### src/rtl/cfu_types.sv
// Shared CFU request types: the packed request word pushed into the request FIFO.
// Combinational definitions only; no latency or backpressure of its own.
package cfu_types;

    localparam int CFU_ID_WIDTH = 3;
    localparam int CFU_XLEN     = 32;

    typedef struct packed {
        logic [CFU_ID_WIDTH-1:0] id;
        logic [6:0]              funct7;
        logic [2:0]              funct3;
        logic [CFU_XLEN-1:0]     rs1;
        logic [CFU_XLEN-1:0]     rs2;
    } cfu_request_t;

    localparam int CFU_REQ_W = $bits(cfu_request_t);

    // Holding-stage state; the encoding doubles as held_valid.
    typedef enum logic {
        ST_EMPTY = 1'b0,
        ST_HELD  = 1'b1
    } issue_state_t;

endpackage

### src/rtl/cfu_fifo_interface.sv
// Push side of the CFU request FIFO: master writes requests, slave reports full/pop.
// Pure wiring; backpressure is carried by full, relieved by a same-cycle pop.
interface cfu_fifo_interface;
    import cfu_types::*;

    logic                 push;
    logic                 potential_push;
    logic [CFU_REQ_W-1:0] data_in;
    logic                 full;
    logic                 pop;

    modport master (output push, output potential_push, output data_in,
                    input  full, input  pop);
    modport slave  (input  push, input  potential_push, input  data_in,
                    output full, output pop);

endinterface

### src/rtl/cfu_credit_counter.sv
// Up/down credit counter with full flag; inc, dec and cancel may coincide.
// Count updates one cycle after the strobes; full never stalls the counter itself.
module cfu_credit_counter #(
    parameter  int MAX_COUNT = 4,
    localparam int CW        = $clog2(MAX_COUNT + 1)
) (
    input  logic          clk,
    input  logic          rst,
    input  logic          inc,
    input  logic          dec,
    input  logic          cancel,
    output logic [CW-1:0] count,
    output logic          full
);

    localparam int          CW1   = CW + 1;
    localparam logic [CW-1:0] MAX_C = CW'(MAX_COUNT);

    assign full = (count == MAX_C);

    // Sum in one extra bit so a transient negative term cannot wrap early.
    always_ff @(posedge clk or negedge rst) begin
        if (!rst) begin
            count <= '0;
        end else begin
            count <= CW'({1'b0, count} + CW1'(inc) - CW1'(dec) - CW1'(cancel));
        end
    end

    a_no_underflow: assert property (@(posedge clk) disable iff (!rst)
        !(dec && (count == '0)));
    a_no_overflow: assert property (@(posedge clk) disable iff (!rst)
        !(inc && !dec && full));

endmodule

### src/rtl/cfu_request_issue.sv
// Tags CFU instructions with a rolling ID and holds one request for the request FIFO.
// Push 1 cycle after accept; stalls while FIFO full without pop, or while credits are exhausted.
module cfu_request_issue
    import cfu_types::*;
#(
    parameter  int MAX_OUTSTANDING = 4,
    parameter  int ID_WIDTH        = CFU_ID_WIDTH,
    parameter  int XLEN            = CFU_XLEN,
    localparam int OW              = $clog2(MAX_OUTSTANDING + 1)
) (
    input  logic                clk,
    input  logic                rst,
    input  logic                issue_valid,
    output logic                issue_ready,
    input  logic [2:0]          issue_funct3,
    input  logic [6:0]          issue_funct7,
    input  logic [XLEN-1:0]     issue_rs1,
    input  logic [XLEN-1:0]     issue_rs2,
    output logic [ID_WIDTH-1:0] issue_id,
    cfu_fifo_interface.master   fifo,
    input  logic                resp_done,
    input  logic                flush,
    output logic [OW-1:0]       outstanding
);

    if (MAX_OUTSTANDING < 1) begin : g_bad_max
        $error("MAX_OUTSTANDING must be at least 1");
    end
    if ((2 ** ID_WIDTH) < MAX_OUTSTANDING) begin : g_bad_id
        $error("ID space smaller than MAX_OUTSTANDING; IDs would alias in flight");
    end
    if ((ID_WIDTH != CFU_ID_WIDTH) || (XLEN != CFU_XLEN)) begin : g_bad_width
        $error("ID_WIDTH/XLEN must match the cfu_request_t field widths");
    end

    issue_state_t        state, state_next;
    cfu_request_t        held_req;
    logic [ID_WIDTH-1:0] next_id;
    logic                held_valid;
    logic                drain;
    logic                credit_full;
    logic                credit_ok;
    logic                accept;
    logic                cancel;

    assign held_valid = (state == ST_HELD);
    // A pop frees a slot this cycle, so a full FIFO can still take the push.
    assign drain      = held_valid & (~fifo.full | fifo.pop);
    assign credit_ok  = ~credit_full | resp_done;
    assign issue_ready = rst & ~flush & credit_ok & (~held_valid | drain);
    assign accept     = issue_valid & issue_ready;
    // A flushed request that already drained is in the FIFO; it keeps its credit.
    assign cancel     = flush & held_valid & ~drain;

    assign issue_id            = next_id;
    assign fifo.push           = drain;
    assign fifo.potential_push = drain;
    assign fifo.data_in        = held_req;

    always_comb begin
        state_next = state;
        case (state)
            ST_EMPTY: if (accept) state_next = ST_HELD;
            ST_HELD:  if (!accept && (drain || flush)) state_next = ST_EMPTY;
            default:  state_next = ST_EMPTY;
        endcase
    end

    always_ff @(posedge clk or negedge rst) begin
        if (!rst) begin
            state <= ST_EMPTY;
        end else begin
            state <= state_next;
        end
    end

    always_ff @(posedge clk or negedge rst) begin
        if (!rst) begin
            held_req <= '0;
            next_id  <= '0;
        end else if (accept) begin
            held_req <= '{id: next_id, funct7: issue_funct7, funct3: issue_funct3,
                          rs1: issue_rs1, rs2: issue_rs2};
            next_id  <= next_id + ID_WIDTH'(1);
        end
    end

    cfu_credit_counter #(.MAX_COUNT(MAX_OUTSTANDING)) u_credits (
        .clk    (clk),
        .rst    (rst),
        .inc    (accept),
        .dec    (resp_done),
        .cancel (cancel),
        .count  (outstanding),
        .full   (credit_full)
    );

    a_no_overflow_push: assert property (@(posedge clk) disable iff (!rst)
        !(fifo.push && fifo.full && !fifo.pop));

endmodule
### src/flat_wrapper.sv
// flat-port wrapper written by rule: the top's interface ports become plain ports
module cfu_request_issue_flat import cfu_types::*;
#(
    parameter  int MAX_OUTSTANDING = 4,
    parameter  int ID_WIDTH        = CFU_ID_WIDTH,
    parameter  int XLEN            = CFU_XLEN,
    localparam int OW              = $clog2(MAX_OUTSTANDING + 1)
)
  (clk, rst, issue_valid, issue_ready, issue_funct3, issue_funct7, issue_rs1, issue_rs2, issue_id, resp_done, flush, outstanding, fifo_push, fifo_potential_push, fifo_data_in, fifo_full, fifo_pop);
  cfu_fifo_interface fifo_i ();
  input  logic clk;
  input  logic rst;
  input  logic issue_valid;
  output logic issue_ready;
  input  logic [2:0] issue_funct3;
  input  logic [6:0] issue_funct7;
  input  logic [XLEN-1:0] issue_rs1;
  input  logic [XLEN-1:0] issue_rs2;
  output logic [ID_WIDTH-1:0] issue_id;
  input  logic resp_done;
  input  logic flush;
  output logic [OW-1:0] outstanding;
  output wire logic [$bits(fifo_i.push)-1:0] fifo_push;
  output wire logic [$bits(fifo_i.potential_push)-1:0] fifo_potential_push;
  output wire logic [$bits(fifo_i.data_in)-1:0] fifo_data_in;
  input wire logic [$bits(fifo_i.full)-1:0] fifo_full;
  input wire logic [$bits(fifo_i.pop)-1:0] fifo_pop;
  assign fifo_push = fifo_i.push;
  assign fifo_potential_push = fifo_i.potential_push;
  assign fifo_data_in = fifo_i.data_in;
  assign fifo_i.full = fifo_full;
  assign fifo_i.pop = fifo_pop;
  cfu_request_issue #(.MAX_OUTSTANDING(MAX_OUTSTANDING), .ID_WIDTH(ID_WIDTH), .XLEN(XLEN)) u_core (.clk(clk), .rst(rst), .issue_valid(issue_valid), .issue_ready(issue_ready), .issue_funct3(issue_funct3), .issue_funct7(issue_funct7), .issue_rs1(issue_rs1), .issue_rs2(issue_rs2), .issue_id(issue_id), .fifo(fifo_i), .resp_done(resp_done), .flush(flush), .outstanding(outstanding));
endmodule
### config.mk
export PLATFORM = sky130hd
export DESIGN_NAME = cfu_request_issue_flat
export DESIGN_NICKNAME = d
export VERILOG_FILES = /design/src/rtl/cfu_types.sv /design/src/rtl/cfu_fifo_interface.sv /design/src/rtl/cfu_credit_counter.sv /design/src/rtl/cfu_request_issue.sv /design/src/flat_wrapper.sv
export SDC_FILE = /design/constraint.sdc
export NUM_CORES = 1
export LEC_CHECK = 0
export CAP_MARGIN = 20
export CORE_MARGIN = 10
export CORE_UTILIZATION = 40
export DETAILED_ROUTE_END_ITERATION = 8
export PLACE_DENSITY = 0.82
export SLEW_MARGIN = 10
export SYNTH_ARGS = -nofsm -noshare
export SYNTH_HDL_FRONTEND = slang
export SYNTH_SLANG_ARGS = --single-unit
### constraint.sdc
create_clock -name clk -period 2.5 [get_ports clk]
set_clock_uncertainty 0.2 [all_clocks]
set_input_delay 0.5 -clock clk [delete_from_list [all_inputs] [get_ports clk]]
set_output_delay 0.5 -clock clk [all_outputs]
set_load 0.05 [all_outputs]
==> results.cfg <==
[logic_synthesis]
synthCells = 196
avgSynthCellArea_um2 = 16.8
synth.area.top_cells = dfrtp_1 (64%), mux2_2 (27%), buf_6 (2.7%)
synth_common_cells = dfrtp_1 (84), mux2_2 (78), buf_6 (8)
yosysMostFrequentCell = dfrtp_1
netlist.area_leader.share = 0.639
netlist_area_um2 = 3290
async_flop_share = 1.00
yosysUniqueCellTypes = 17
synth_edf_count = 0
ys.flop_type = dfrtp_1
synth_fp_nets = 282
yosysTopAreaCell = dfrtp_1
yosysWarnings = 0
synth.ff_latch_count = 84
ys_seq_area_frac = 0.639

[global_routing]
use_met3 = 0.0595
use_met1 = 0.149
overflow = 0
grtUsageTotal = 0.139
grt_max_degree = 46
antenna_found_initial = 0
grt_busiest_layer = met2
global_route.usage.met2 = 0.244
grt_pass1_wl_um = 14000
grt_pass1_vias = 2539

[floorplanning]
die_x_um = 111
dieArea_um2 = 12300
coreArea_um2 = 8090
rows = 33
die_h_um = 111
start_util = 0.407
io-pin-count = 167

[pwr]
seqPwrFrac = 0.325
sw_frac_of_total = 0.429
ir_drop_mv = 0.600
power.switching_mw = 2.67
clkPwrFrac = 0.166
power_density_nw_per_um2 = 1170
internal_power_mw = 3.55
power_frac_comb = 0.509
power.leakage_nw = 2.26

[route]
via_per_inst = 4.66
routed_wl_um = 8680
wl_per_cell_um = 18.0
drt_iter0_markers = 70
final_antenna_net_count = 0
num_vias = 2241
first_pass_iters = 4
drc_errors = 0

[sta]
hold_viol = 0
rsz0062_at_grt = no
holdWs_ns = 0.0540
finalMaxSlewViolations = 0
min_period_ns = 2.44
setup_viol = 0
tightest_slew_ns = 0.540
max_freq_mhz = 409
max_slew_margin = 0.639
fin_crit_sh = 0.978

[worst_setup_path]
crit_fanout = 3
cp-start-kind = input port
end_kind = output port
criticalPathCategory = input port to output port
cp.arrival_ns = 1.74
required_ns = 1.80

[cts]
cts.htree.levels = 3
clockBufferDepth = 2
cts_tree = yes
cts_buffers = 9
ctsHoldBuffers = 0
root_buffer = clkbuf_8
clkTransAtPathRegs_ns = 0.08
clock_latency_ns = 0.33
cts.sinks = 84

[place]
gp_congestion = 0.785
placed_area_um2 = 5080
numPortBuffers = 166
dp_hpwl_um = 7010

[final_layout]
diodes = 0
area_growth_syn_to_layout_pct = 61.3
drive_gt1_frac = 0.293
stdcell_area_um2 = 5310
nets = 457

[worst_hold_path]
min_path_type = input port to async pin

[outcome]
outcome = complete, no violations

[job]
maxCapViolCount = 0
## power by group through the flow
stage               sequential, mW  combinational [mW]  clock (mW)
detailed placement            2.06                3.20           0
finish                        2.02                3.17        1.03
floorplan                     3.53               0.495           0
global route                  2.08                3.30        1.13
CTS                           2.03                3.21        1.07
global placement              2.02                3.15           0
## layout make-up
type | instances | area (um2)
clock buffer | 11 | 141
clock inverter | 5 | 75.1
fill | 640 | 2780
inverter | 6 | 22.5
multi-input combinational | 97 | 1070
sequential | 84 | 2110
tap | 105 | 131
timing repair buffer | 173 | 1760
## kinds of logic (layout without fill, tap and decap cells)
group	count (synthesis)	in the layout	synth area share
flops	84	84	0.639
xor+xnor	4	4	0.0106
compound gates	2	2	0.00380
mux	78	78	0.267
buf+inv	15	195	0.0365
fa+ha+maj	5	5	0.0213
simple gates	8	8	0.0224
## through the flow
step                std cells  worst slack [ns]  utilization  TNS, ns  total power [mW]
floorplan                 196            0.0768            -        0              4.03
global placement          464           -0.0894        0.627    -1.65              5.18
detailed placement        464            -0.148        0.627    -4.47              5.25
CTS                       481            0.0646        0.656        0              6.31
global route              481          0.000143        0.656        0              6.51
finish                    481            0.0559        0.656        0              6.22
## flip-flops by register name (all words and copies together) (netlist names)
register	cells
u_core.fifo.data_in	77
u_core.held_valid	1
u_core.issue_id	3
u_core.u_credits.count	3
## layout by cell type (no fill, tap or decap), drive strengths merged
master | synthesis | layout
inv | 6 | 6
and3 | 1 | 1
dfrtp | 84 | 84
and2 | 1 | 1
fa | 1 | 1
clkbuf | 0 | 11
a21boi | 1 | 1
nand3b | 1 | 1
ha | 4 | 4
o21ai | 1 | 1
bufinv | 0 | 2
clkinv | 0 | 3
dlygate4sd2 | 0 | 1
xnor2 | 4 | 4
buf | 9 | 11
clkdlybuf4s50 | 0 | 161
nand4 | 3 | 3
nor2b | 1 | 1
mux2 | 78 | 78
or4b | 1 | 1
## worst paths after layout
kind,from,endpoint,slack (ns),cells after the start
max in group asynchronous,rst,u_core.fifo.data_in[6],1.11,3
min in group clk,u_core.u_credits.count[2],u_core.u_credits.count[2],0.29,1
worst min register to register,u_core.u_credits.count[2],u_core.u_credits.count[2],0.29,1
worst max-delay path,flush,issue_ready,0.06,5
worst max register to register,u_core.u_credits.count[0],u_core.u_credits.count[2],0.25,8
worst min-delay path,rst,u_core.fifo.data_in[25],0.05,2
## metal layers
layer / up-vias / part of all wire
met5: - / 0
met4: 0 / 0.0092
met3: 9 / 0.085
met2: 96 / 0.52
met1: 1108 / 0.38
li1: 1028 / -
## worst max-delay path, stage by stage
cell and delay (ns):
clkdlybuf4s50_1 0.42, buf_4 0.14, nor2b_1 0.27, and3_4 0.26, buf_8 0.14
## repair_timing
action / in CTS / in global routing
setup endpoints to repair: 1 / 0
gates resized for setup: 4 / 0
setup buffers: 1 / 0
hold endpoints to repair: 0 / 0
No activity file was read; power rests on OpenSTA's default activity.
